[config.mk]
export PLATFORM = sky130hd
export DESIGN_NAME = decode_stage
export DESIGN_NICKNAME = d
export VERILOG_FILES = /design/src/rtl/decode_stage.sv
export SDC_FILE = /design/constraint.sdc
export NUM_CORES = 1
export LEC_CHECK = 0
export BUFFER_PORTS_ARGS = -buffer_cell sky130_fd_sc_hd__buf_2
export CAP_MARGIN = 20
export CORE_MARGIN = 4
export CORE_UTILIZATION = 54
export CTS_BUF_LIST = sky130_fd_sc_hd__clkbuf_4 sky130_fd_sc_hd__clkbuf_8 sky130_fd_sc_hd__clkbuf_16
export DETAILED_ROUTE_END_ITERATION = 16
export MAX_ROUTING_LAYER = met4
export PLACE_DENSITY = 0.86
export SYNTH_ARGS = -nofsm -noshare
export SYNTH_HDL_FRONTEND = slang
export SYNTH_SLANG_ARGS = --single-unit
[constraint.sdc]
create_clock -name clk -period 5.9 [get_ports clk]
set_input_delay 0.885 -clock clk [delete_from_list [all_inputs] [get_ports clk]]
set_output_delay 0.885 -clock clk [all_outputs]
set_load 0.005 [all_outputs]
[src/rtl/decode_stage.sv]
// Registered RV32I/RV64I decode stage with load-use interlock, flush and bubble counter.
// Ports: clk/rst, IF/ID valid/ready + instr/pc, flush, ID/EX valid/ready + decoded bundle, bubble_cnt.
module decode_stage #(
   parameter int XLEN  = 32,
   parameter int CNT_W = 16
) (
   input  logic             clk,
   input  logic             rst,
   input  logic             in_valid,
   output logic             in_ready,
   input  logic [31:0]      in_instr,
   input  logic [XLEN-1:0]  in_pc,
   input  logic             flush,
   output logic             out_valid,
   input  logic             out_ready,
   output logic [XLEN-1:0]  out_pc,
   output logic [4:0]       rs1,
   output logic [4:0]       rs2,
   output logic [4:0]       rd,
   output logic [XLEN-1:0]  ext_imm,
   output logic [2:0]       alu_op,
   output logic             alu_src,
   output logic             branch_sel,
   output logic             mr_sel,
   output logic             mtr_sel,
   output logic             mw_sel,
   output logic             rw_sel,
   output logic             illegal,
   output logic [CNT_W-1:0] bubble_cnt
);

   localparam logic [6:0] OP_R    = 7'b0110011;
   localparam logic [6:0] OP_I    = 7'b0010011;
   localparam logic [6:0] OP_LD   = 7'b0000011;
   localparam logic [6:0] OP_ST   = 7'b0100011;
   localparam logic [6:0] OP_BR   = 7'b1100011;
   localparam logic [6:0] OP_LUI  = 7'b0110111;
   localparam logic [6:0] OP_AUI  = 7'b0010111;
   localparam logic [6:0] OP_JAL  = 7'b1101111;
   localparam logic [6:0] OP_JALR = 7'b1100111;

   logic [6:0]  opc;
   logic        use1, use2, use_rd;
   logic [31:0] imm32;
   logic [2:0]  op_d;
   logic        src_d, br_d, mr_d, mw_d, ill_d;
   logic        hazard, advance, accept;

   assign opc = in_instr[6:0];

   always_comb begin
      use1   = 1'b0;
      use2   = 1'b0;
      use_rd = 1'b0;
      imm32  = '0;
      op_d   = 3'b000;
      src_d  = 1'b0;
      br_d   = 1'b0;
      mr_d   = 1'b0;
      mw_d   = 1'b0;
      ill_d  = 1'b0;
      case (opc)
         OP_R: begin
            use1 = 1'b1; use2 = 1'b1; use_rd = 1'b1;
            op_d = 3'b010;
         end
         OP_I: begin
            use1 = 1'b1; use_rd = 1'b1;
            imm32 = {{20{in_instr[31]}}, in_instr[31:20]};
            op_d = 3'b011; src_d = 1'b1;
         end
         OP_LD: begin
            use1 = 1'b1; use_rd = 1'b1;
            imm32 = {{20{in_instr[31]}}, in_instr[31:20]};
            src_d = 1'b1; mr_d = 1'b1;
         end
         OP_ST: begin
            use1 = 1'b1; use2 = 1'b1;
            imm32 = {{20{in_instr[31]}}, in_instr[31:25],
                     in_instr[11:7]};
            src_d = 1'b1; mw_d = 1'b1;
         end
         OP_BR: begin
            use1 = 1'b1; use2 = 1'b1;
            imm32 = {{19{in_instr[31]}}, in_instr[31],
                     in_instr[7], in_instr[30:25],
                     in_instr[11:8], 1'b0};
            op_d = 3'b001; br_d = 1'b1;
         end
         OP_LUI: begin
            use_rd = 1'b1;
            imm32 = {in_instr[31:12], 12'b0};
            op_d = 3'b100; src_d = 1'b1;
         end
         OP_AUI: begin
            use_rd = 1'b1;
            imm32 = {in_instr[31:12], 12'b0};
            op_d = 3'b101; src_d = 1'b1;
         end
         OP_JAL: begin
            use_rd = 1'b1;
            imm32 = {{11{in_instr[31]}}, in_instr[31],
                     in_instr[19:12], in_instr[20],
                     in_instr[30:21], 1'b0};
            op_d = 3'b110; src_d = 1'b1; br_d = 1'b1;
         end
         OP_JALR: begin
            use1 = 1'b1; use_rd = 1'b1;
            imm32 = {{20{in_instr[31]}}, in_instr[31:20]};
            op_d = 3'b110; src_d = 1'b1; br_d = 1'b1;
         end
         default: ill_d = 1'b1;
      endcase
   end

   // A load in the output register whose rd feeds the incoming
   // instruction must be let go one cycle ahead of its consumer.
   assign hazard = out_valid && mr_sel && (rd != 5'd0) && in_valid &&
                   ((use1 && in_instr[19:15] == rd) ||
                    (use2 && in_instr[24:20] == rd));

   assign advance  = !out_valid || out_ready;
   assign in_ready = advance && !hazard && !flush;
   assign accept   = in_valid && in_ready;

   always_ff @(posedge clk or posedge rst) begin
      if (rst) begin
         out_valid  <= 1'b0;
         out_pc     <= '0;
         rs1        <= '0;
         rs2        <= '0;
         rd         <= '0;
         ext_imm    <= '0;
         alu_op     <= '0;
         alu_src    <= 1'b0;
         branch_sel <= 1'b0;
         mr_sel     <= 1'b0;
         mtr_sel    <= 1'b0;
         mw_sel     <= 1'b0;
         rw_sel     <= 1'b0;
         illegal    <= 1'b0;
         bubble_cnt <= '0;
      end else if (flush) begin
         out_valid <= 1'b0;
      end else if (advance) begin
         out_valid <= accept;
         if (accept) begin
            out_pc     <= in_pc;
            rs1        <= use1 ? in_instr[19:15] : 5'd0;
            rs2        <= use2 ? in_instr[24:20] : 5'd0;
            rd         <= use_rd ? in_instr[11:7] : 5'd0;
            ext_imm    <= XLEN'($signed(imm32));
            alu_op     <= op_d;
            alu_src    <= src_d;
            branch_sel <= br_d;
            mr_sel     <= mr_d;
            mtr_sel    <= mr_d;
            mw_sel     <= mw_d;
            rw_sel     <= use_rd && (in_instr[11:7] != 5'd0);
            illegal    <= ill_d;
         end
         if (hazard && bubble_cnt != '1)
            bubble_cnt <= bubble_cnt + CNT_W'(1);
      end
   end

endmodule

# Word level (Yosys, flattened, before mapping)
# Index checks and enable logic that the tools add are counted.
# totals
regBits	105
input_bits	69
wordCells	73
# op_classes
addsub	1
n_eq_ne	12
n_mux	15
bitwise_logic	1
n_reduce_logical	30
# ops
op	count
$pmux 32 s5	1
$eq 7x6->1 const B	3
$eq 7x7->1 const B	3
$pmux 3 s6	1
$add 16x1->16 const B	1
$ne 16x16->1 const B	1
$mux 5	3
$eq 7x5->1 const B	2
$reduce_or 7->1	2
$logic_and 1x1->1	11
$eq 5x5->1	2
$mux 1	10
$reduce_bool 5->1	2
$reduce_or 3->1	3
$reduce_or 9->1	1
$eq 7x2->1 const B	1
$reduce_and 3->1	2
$reduce_or 6->1	1
$reduce_or 2->1	2
$logic_not 1->1	3
$logic_or 1x1->1	2
$reduce_bool 2->1	1
$not 1->1	1

# Depth between registers and ports, before layout
# Gate-level depths: netlist of the first run.
# depth
ltp_word	12
depth_mapped	9
mapped_depth_nobuf	6

# Worst setup path before layout of the first run
# OpenSTA, ideal clock, no wires.
# synth_timing
path_type	input -> output
from	in in_instr[2]
to	out in_ready
arrival_ps	2491
t_required_ps	5015
setup_slack_ps	2524
path_stages	8
n_path_buf	3
cell_sequence	buf_6 or2_1 a211oi_4 nor4b_4 o211a_4 buf_4 buf_2 nor3_1
# synth_between
elab_chain_cells	9
word_cells_on_any_way	17
classes_between	eq/ne (6); mux (2); reduce/logical (9)
# synth_rtl
element	line	text
from (decl)	11	input logic [31:0] in_instr,
$eq 7x7->1, or another cell as far along	62	case (opc)
$reduce_or 6->1 (no line) / $reduce_or 3->1 (equally long branches)	--	
$mux 1	62	
$logic_and 1x1->1, on equally long branches	119, 120	
$logic_or 1x1->1 (*)	119	((use1 && in_instr[19:15] == rd) ||
$logic_and 1x1->1 (*)	118	assign hazard = out_valid && mr_sel && (rd != 5'd0) && in_valid &&
$logic_not 1->1 (*)	123	assign in_ready = advance && !hazard && !flush;
$logic_and 1x1->1 (*) (2 in series)	123	
to (decl)	10	output logic in_ready,
# Every way passes the cells marked *; elsewhere a longest branch is shown, timed or not.

# Worst setup path after layout of the first run
# layout_timing
from	in in_instr[1]
to	out in_ready
# The elaborated chain is that of the path after synthesis.

==> out/results.md, run 1 <==
• number of global-route vias before repair: 4085
• Worst setup SP type: input pin
• Max Cap Viol: 0
• routed wirelength normalized by instance count: 19.4 um
• Die Outline Area: 10700 um2
• cell leakage power: 3.09 nW
• Final Skew: 0.0116 ns
• Die Y: 104 um
• final-report hold violation count: 0
• total cell area at the placement stage: 5820 um2
• path type of the worst min-delay path: register to register
• fraction of registers with async set or reset after synthesis: 1.00
• Peak supply drop: 0.122 mV
• layout-stage area growth over the synthesis result: 23.2%
• first-pass GRT wire length: 21500 um
• post-synthesis sequential element count: 105
• total negative setup slack: 0 ns
• net count reported at finish: 637
• RSZ-0062 raised after global routing: no
• Crit. path cell count: 7
• portion of total power attributed to combinational logic: 0.167
• wire length reported by the detailed router: 13200 um
• number of cell rows: 34
• most frequent cells in the layout: 175 x buf_2, 105 x dfrtp_1, 33 x mux2_4
• ordered list of cells on the worst path: buf_2 > nand2_2 > a2111oi_2 > and4_4 > o211a_4 > nor3_1 > buf_2
• Max clock buf depth: 2
• internal cell power: 0.00119 W
• net switching power of the design: 0.000394 W
• fraction of final layout cells with drive strength greater than 1: 0.430
• post-DP HPWL: 9450 um
• number of instances in the placed design: 663
• launch point of the worst path: in_instr[1]
• Post-Route M1 WL: 5680 um
• depth of the worst register-to-register path: 6
• kind of cell with the highest combined delay on the critical path: compound AO/OA/AOI/OAI gates
• Yosys Warn Count: 0
• mean number of vias per cell: 5.99
• post-synthesis instance area: 4930 um2
• number of optimization iterations in the first detailed-route pass: 6
• required arrival time at the worst endpoint: 5.02 ns
• number of distinct library cell variants in the gate-level netlist after synthesis: 56
• Routability Congestion: 0.952
• Final Max Tran Viols: 0
• IO Count: 176
• part of the Yosys area used for sequential elements: 0.533
• CP bufs+invs: 2
• Final setup violation count: 0
• CTS tree: done
• initial standard-cell utilization of the core: 0.560
• detailed-routed wire length on met2: 6140 um
• global router's overall resource usage: 0.253
• leading cell type in the layout, fill and taps excluded: buf_2
• number of inserted diodes: 0
• Clk network pwr share: 0.317
• EDFF count, synth: 0
• number of buffers added for setup after CTS: 0
• cell count after synthesis: 403
• share of the cycle needed by the critical path after routing: 0.640
• root buf cell: clkbuf_8
• total power consumption of the routed design: 0.00158 W
• power per standard cell area: 260 nW/um2
• insertion delay to the later sink of the worst-skew pair: 0.36 ns
• synthesized area per cell: 12.2 um2
• final worst hold slack: 0.482 ns
• CTS Sinks: 105
• depth of the CTS H-tree: 3
• Max Used Layer: met4
• number of gates resized after cts: 0
• highest cell delay on the worst timing path: 0.71 ns
• highest attainable clock frequency: 265 MHz
• crit path max-delay cell type: a2111oi_2
• Worst setup endpoint: in_ready
• antenna violations before repair: 0
• First DRT Iteration DRCs: 278
• final critical-path required period: 3.77 ns
• largest fanout on the critical path: 39
• status: finished clean
• Die X-Extent: 104 um
• met3 routed WL: 1140 um
• number of non-filler instances in the completed layout: 680
• Slew Limit Headroom: 0.305
• detailed-route DRC error count: 0
• data arrival at the endpoint of the critical path: 2.89 ns
• CTS buffer count: 9
• placeable core region: 8810 um2
• hold buffers post-CTS: 0
• fraction of power spent switching nets: 0.249
• sequential group share of total power: 0.517
• origin of the critical flop-to-flop path: rd[3]
• finished layout cell area: 6070 um2
• IO buf count: 175
• Top cell by count, worst path: buf_2
• Setup CP Type: input pin to output port
• Clock Pin Slew Worst Setup and Hold Paths: 0.09 ns
• transition time of the tightest slew-check pin: 1.04 ns
• capturing point of the worst reg2reg path: mtr_sel
• crit path capture type: output port
• vias after detailed routing: 4073
• largest net degree at the start of global routing: 77
• Post-Synthesis Net Count: 473
• dominant synthesized flop cell: dfrtp_1
• GR Overflow Total: 0
• worst reg-to-reg setup slack: 2.51 ns
• Antenna Violating Nets Remaining: 0
## how the worst min path moves through the flow
stage,from,end,cells after the start
after global placement,illegal,illegal,1
final,illegal,illegal,1
after CTS,rst,out_pc[21],2
after detailed placement,illegal,illegal,1
after floorplan,illegal,illegal,1
after global routing,rst,out_pc[20],2
## per-stage QoR
step                      setup WS, ns  utilization
after floorplan                   2.25            -
after global placement            2.16        0.661
after detailed placement          1.93        0.661
after CTS                         2.18        0.687
after global routing              1.97        0.690
final                             2.13        0.690
## worst reg2reg max path, delay by kind of cell, from the launching register on
| family | cells | cell delay (ns) |
|---|---|---|
| AND/OR/NAND/NOR | 3 | 1.17 |
| AO/OA/AOI/OAI | 2 | 1.45 |
| flip-flops | 1 | 0.47 |
| XOR/XNOR | 1 | 0.18 |
## Yosys cell counts, drive strengths merged, types with 12 or more instances
cell,n,area (um2)
a211oi,12,103
xor2,16,140
dfrtp,105,2630
o21ai,30,150
buf,17,120
o2bb2ai,17,149
nand3,26,130
a21oi,13,65.1
mux2,35,518
nor3,13,70.1
a2bb2oi,16,140
nor2,14,55.1
## metal layers
layer	GRT usage	vias up
li1	-	1834
met2	0.386	246
met1	0.348	1969
met4	0.0608	0
met3	0.0603	24
met5	-	-
## layout make-up
class | instances | area [um2]
Clock buffer | 12 | 153
Fill cell | 629 | 2730
Tap cell | 108 | 135
Clock inverter | 4 | 76.3
Multi-Input combinational cell | 268 | 2140
Sequential cell | 105 | 2630
Inverter | 4 | 17.5
Timing Repair Buffer | 179 | 926
## power groups by stage
stage | combinational [W] | sequential [W] | clock, W
floorplan | 0.000137 | 0.000834 | 0
global placement | 0.000256 | 0.000826 | 0
detailed placement | 0.000261 | 0.000830 | 0
CTS | 0.000264 | 0.000817 | 0.000510
global route | 0.000286 | 0.000825 | 0.000544
finish | 0.000263 | 0.000817 | 0.000501
## flip-flops by register name (all words and copies together), names as in the netlist, 3 cells and up
| name | cells |
|---|---|
| ext_imm | 32 |
| rs1 | 5 |
| rd | 5 |
| rs2 | 5 |
| alu_op | 3 |
| out_pc | 32 |
| bubble_cnt | 16 |
## kinds of logic after synthesis
group / after synthesis / synth area share
AOI/OAI and AO/OA: 118 / 0.179
DFF: 105 / 0.533
and+or+nand+nor: 89 / 0.102
muxes: 35 / 0.105
buffers and inverters: 30 / 0.0343
xor gates and xnor gates: 25 / 0.0444
adders and majority gates: 1 / 0.00254
(Power assumes the default switching activity.)
==> run 2, diff against run 1 <==
--- a/config.mk
+++ b/config.mk
@@ -5,14 +5,15 @@
 export SDC_FILE = /design/constraint.sdc
 export NUM_CORES = 1
 export LEC_CHECK = 0
+export ABC_AREA = 1
 export BUFFER_PORTS_ARGS = -buffer_cell sky130_fd_sc_hd__buf_2
 export CAP_MARGIN = 20
 export CORE_MARGIN = 4
-export CORE_UTILIZATION = 54
+export CORE_UTILIZATION = 52
 export CTS_BUF_LIST = sky130_fd_sc_hd__clkbuf_4 sky130_fd_sc_hd__clkbuf_8 sky130_fd_sc_hd__clkbuf_16
 export DETAILED_ROUTE_END_ITERATION = 16
 export MAX_ROUTING_LAYER = met4
-export PLACE_DENSITY = 0.86
+export PLACE_DENSITY = 0.81
 export SYNTH_ARGS = -nofsm -noshare
 export SYNTH_HDL_FRONTEND = slang
 export SYNTH_SLANG_ARGS = --single-unit
==> constraint.sdc (replaced) <==
create_clock -name clk -period 3.5 [get_ports clk]
set_input_delay 0.525 -clock clk [delete_from_list [all_inputs] [get_ports clk]]
set_output_delay 0.525 -clock clk [all_outputs]
set_load 0.005 [all_outputs]
==> run 2 against run 1 <==
Effect of this change: sequential share of layout area fell by 4.0 points; cell count rose by 52%; non-clock buffer count rose by 5; core utilization fell by 4.5 points; global-route usage rose by 0.53 points; flip-flop and latch count did not move; combinational power rose by 36%; critical path type is now register to output port; critical endpoint unchanged; largest power group unchanged; highest routed layer unchanged.
==> out/results.md, run 2 <==
• largest net degree at the start of global routing: 106, +38%
• post-route worst setup slack: 1.01 ns, -1.11 ns
• crit path max-delay cell type: dfrtp_1
• Die Outline Area: 12400 um2, +16%
• largest registers: ext_imm: 32 flops, out_pc: 32 flops, bubble_cnt: 16 flops
• cell leakage power: 4.04 nW, +31%
• number of instances in the placed design: 1015, +53%
• most frequent cell after synthesis: nand2_1
• Yosys Warn Count: 0, unchanged
• mean number of vias per cell: 5.40, -9.9%
• layout-stage area growth over the synthesis result: 20.5%
• largest fanout on the critical path: 16, -59%
• number of global-route vias before repair: 5147, +26%
• cell types occupying the most area after synthesis: dfrtp_1 47%, nand2_1 21%, nand4_1 13%
• Final setup violation count: 0, unchanged
• depth of the CTS H-tree: 3, unchanged
• post-DP HPWL: 10900 um, +16%
• hold buffers post-CTS: 0, unchanged
• Clock Pin Slew Worst Setup and Hold Paths: 0.10 ns, about the same
• fraction of power spent switching nets: 0.287, +0.0381
• first-pass GRT wire length: 25800 um, +20%
• First DRT Iteration DRCs: 481, +73%
• number of distinct library cell variants in the gate-level netlist after synthesis: 30, -46%
• Clk network pwr share: 0.299, -0.018
• final critical-path required period: 2.49 ns
• fraction of final layout cells with drive strength greater than 1: 0.242, -0.188
• path type of the worst min-delay path: input pin to async pin
• internal cell power: 0.00172 W, +45%
• Yosys top cell area share: 0.473, -0.0595
• dominant synthesized flop cell: dfrtp_1
• fraction of registers with async set or reset after synthesis: 1.00, unchanged
• Routability Congestion: 0.952, unchanged
• part of the Yosys area used for sequential elements: 0.473, -0.0595
• CP bufs+invs: 3, +1
• net count reported at finish: 960, +51%
• number of gates resized after cts: 0, unchanged
• number of non-filler instances in the completed layout: 1032, +52%
• EDFF count, synth: 0, unchanged
• status: finished clean
• most frequent cells in the layout: 313 x nand2_1, 175 x buf_2, 111 x nand4_1
• IO buf count: 175, unchanged
• global router's overall resource usage: 0.258, +0.00527
• Antenna Violating Nets Remaining: 0, unchanged
• crit path capture type: output port
• net switching power of the design: 0.000692 W, +76%
• required arrival time at the worst endpoint: 2.97 ns, -2.05 ns
• total negative setup slack: 0 ns, unchanged
• number of optimization iterations in the first detailed-route pass: 5, -1
• post-synthesis cell type with the largest combined area: dfrtp_1
• synthesized area per cell: 7.50 um2, -39%
• CTS tree: done
• wire length reported by the detailed router: 15600 um, +18%
• number of buffers added for setup after CTS: 0, unchanged
• Final Skew: 0.0129 ns, +0.00133 ns
• highest attainable clock frequency: 402 MHz
• ordered list of cells on the worst path: inv_1 > nand2_1 > nand2_1 > nand2_1 > nor2_1 > nand3_1 > a21oi_2 > buf_4 > nor2_1 > buf_2
• insertion delay to the later sink of the worst-skew pair: 0.37 ns, about the same
• cell count after synthesis: 740, +84%
• power per standard cell area: 360 nW/um2, +38%
• RSZ-0062 raised after global routing: no
• routed wirelength normalized by instance count: 15.1 um, -22%
• transition time of the tightest slew-check pin: 0.848 ns, -0.192 ns
• final-report hold violation count: 0, unchanged
• number of cell rows: 37, +8.8%
• Final Max Tran Viols: 0, unchanged
• CTS Sinks: 105, unchanged
• Max Cap Viol: 0, unchanged
• detailed-route DRC error count: 0, unchanged
• Peak supply drop: 0.197 mV, +62%
• Die Y: 111 um, +7.5%
• highest cell delay on the worst timing path: 0.46 ns, -0.25 ns
• sequential group share of total power: 0.552, +0.035
• CTS buffer count: 9, unchanged
• root buf cell: clkbuf_8
• GR Overflow Total: 0, unchanged
• leading cell type in the layout, fill and taps excluded: nand2_1
• Max clock buf depth: 2, unchanged
• Slew Limit Headroom: 0.435, +0.130
• placeable core region: 10400 um2, +18%
• Worst setup SP type: register
• vias after detailed routing: 5569, +37%
• Setup CP Type: register to output port
• post-synthesis sequential element count: 105, unchanged
• data arrival at the endpoint of the critical path: 1.96 ns, -0.93 ns
• share of the cycle needed by the critical path after routing: 0.710
• Post-Synthesis Net Count: 810, +71%
• IO Count: 176, unchanged
• portion of total power attributed to combinational logic: 0.148, -0.019
• kind of cell with the highest combined delay on the critical path: simple AND/OR/NAND/NOR gates
• antenna violations before repair: 1, +1
• worst slack at placement: 0.915 ns, -1.01 ns
• post-synthesis instance area: 5550 um2, +13%
• Die X-Extent: 111 um, +7.5%
• list of most frequent post-synthesis cells: 313 x nand2_1, 111 x nand4_1, 105 x dfrtp_1, 49 x inv_1, 41 x nor2_1
• Top cell by count, worst path: nand2_1
• initial standard-cell utilization of the core: 0.535, -0.0247
[run 2: cell types whose count changed after synthesis, moves of 16 or more]
cell and delta:
o21ai_0 -19, nor2_1 +28, nand2_1 +305, inv_1 +45, nand4_1 +106, a2bb2oi_1 -16, mux2_4 -33, o2bb2ai_1 -17
[run 2: cells by family (layout without fill, tap and decap cells)]
family,after synthesis,in the layout,share of synthesized area
DFF,105,105,0.473
buffers and inverters,97,252,0.0730
xor gates and xnor gates,16,16,0.0252
AOI/OAI and AO/OA,19,19,0.0189
and+or+nand+nor,502,502,0.407
adders and majority gates,1,1,0.00225
other,0,1,0
[run 2: power groups by stage]
| stage | clock (W) | combinational, W | sequential, W |
|---|---|---|---|
| 2_1_floorplan | 0 | 0.000175 | 0.00136 |
| 3_3_place_gp | 0 | 0.000355 | 0.00135 |
| 3_5_place_dp | 0 | 0.000360 | 0.00135 |
| 4_1_cts | 0.000731 | 0.000360 | 0.00133 |
| 5_1_grt | 0.000779 | 0.000400 | 0.00134 |
| 6_report | 0.000720 | 0.000358 | 0.00133 |
[run 2: path summary, 6_finish.rpt]
check                            startpoint          end  slack (ns)  depth (start not counted)
worst max-delay path                  rd[0]     in_ready        1.01                         10
worst min-delay path                    rst   out_pc[21]        0.27                          3
worst max register to register        rd[0]    alu_op[2]        1.23                         12
worst min register to register  ext_imm[13]  ext_imm[13]        0.48                          2
max in group asynchronous               rst  ext_imm[28]        2.80                          3
min in group clk                      flush    out_valid        0.37                          2
[run 2: layout make-up]
cell class                 count  area (um2)
sequential                   105        2630
timing repair buffer         184         968
fill                         970        3680
clock inverter                 5        38.8
tap                          136         170
multi-input combinational    538        2540
inverter                      52         198
antenna                        1        2.50
clock buffer                  11         145
[run 2: stage by stage]
step	hold slack, ns	instance area [um2]	total power [W]	utilization
floorplan	0.465	5550	0.00153	-
global placement	0.449	6500	0.00171	0.627
detailed placement	0.453	6500	0.00171	0.627
CTS	0.295	6680	0.00242	0.645
global route	0.297	6690	0.00252	0.645
finish	0.270	6690	0.00241	0.645
[run 2: routing by layer]
layer	share of wire	global-route usage	vias to the layer above
met5	0	-	-
met4	0.020	0.0706	0
met3	0.074	0.0497	30
met2	0.47	0.395	238
met1	0.44	0.356	2574
li1	-	-	2727
[run 2: tightest hold or removal path, cell delays in order]
cell and delay [ns]:
buf_2 0.11, inv_4 0.05, buf_12 0.42
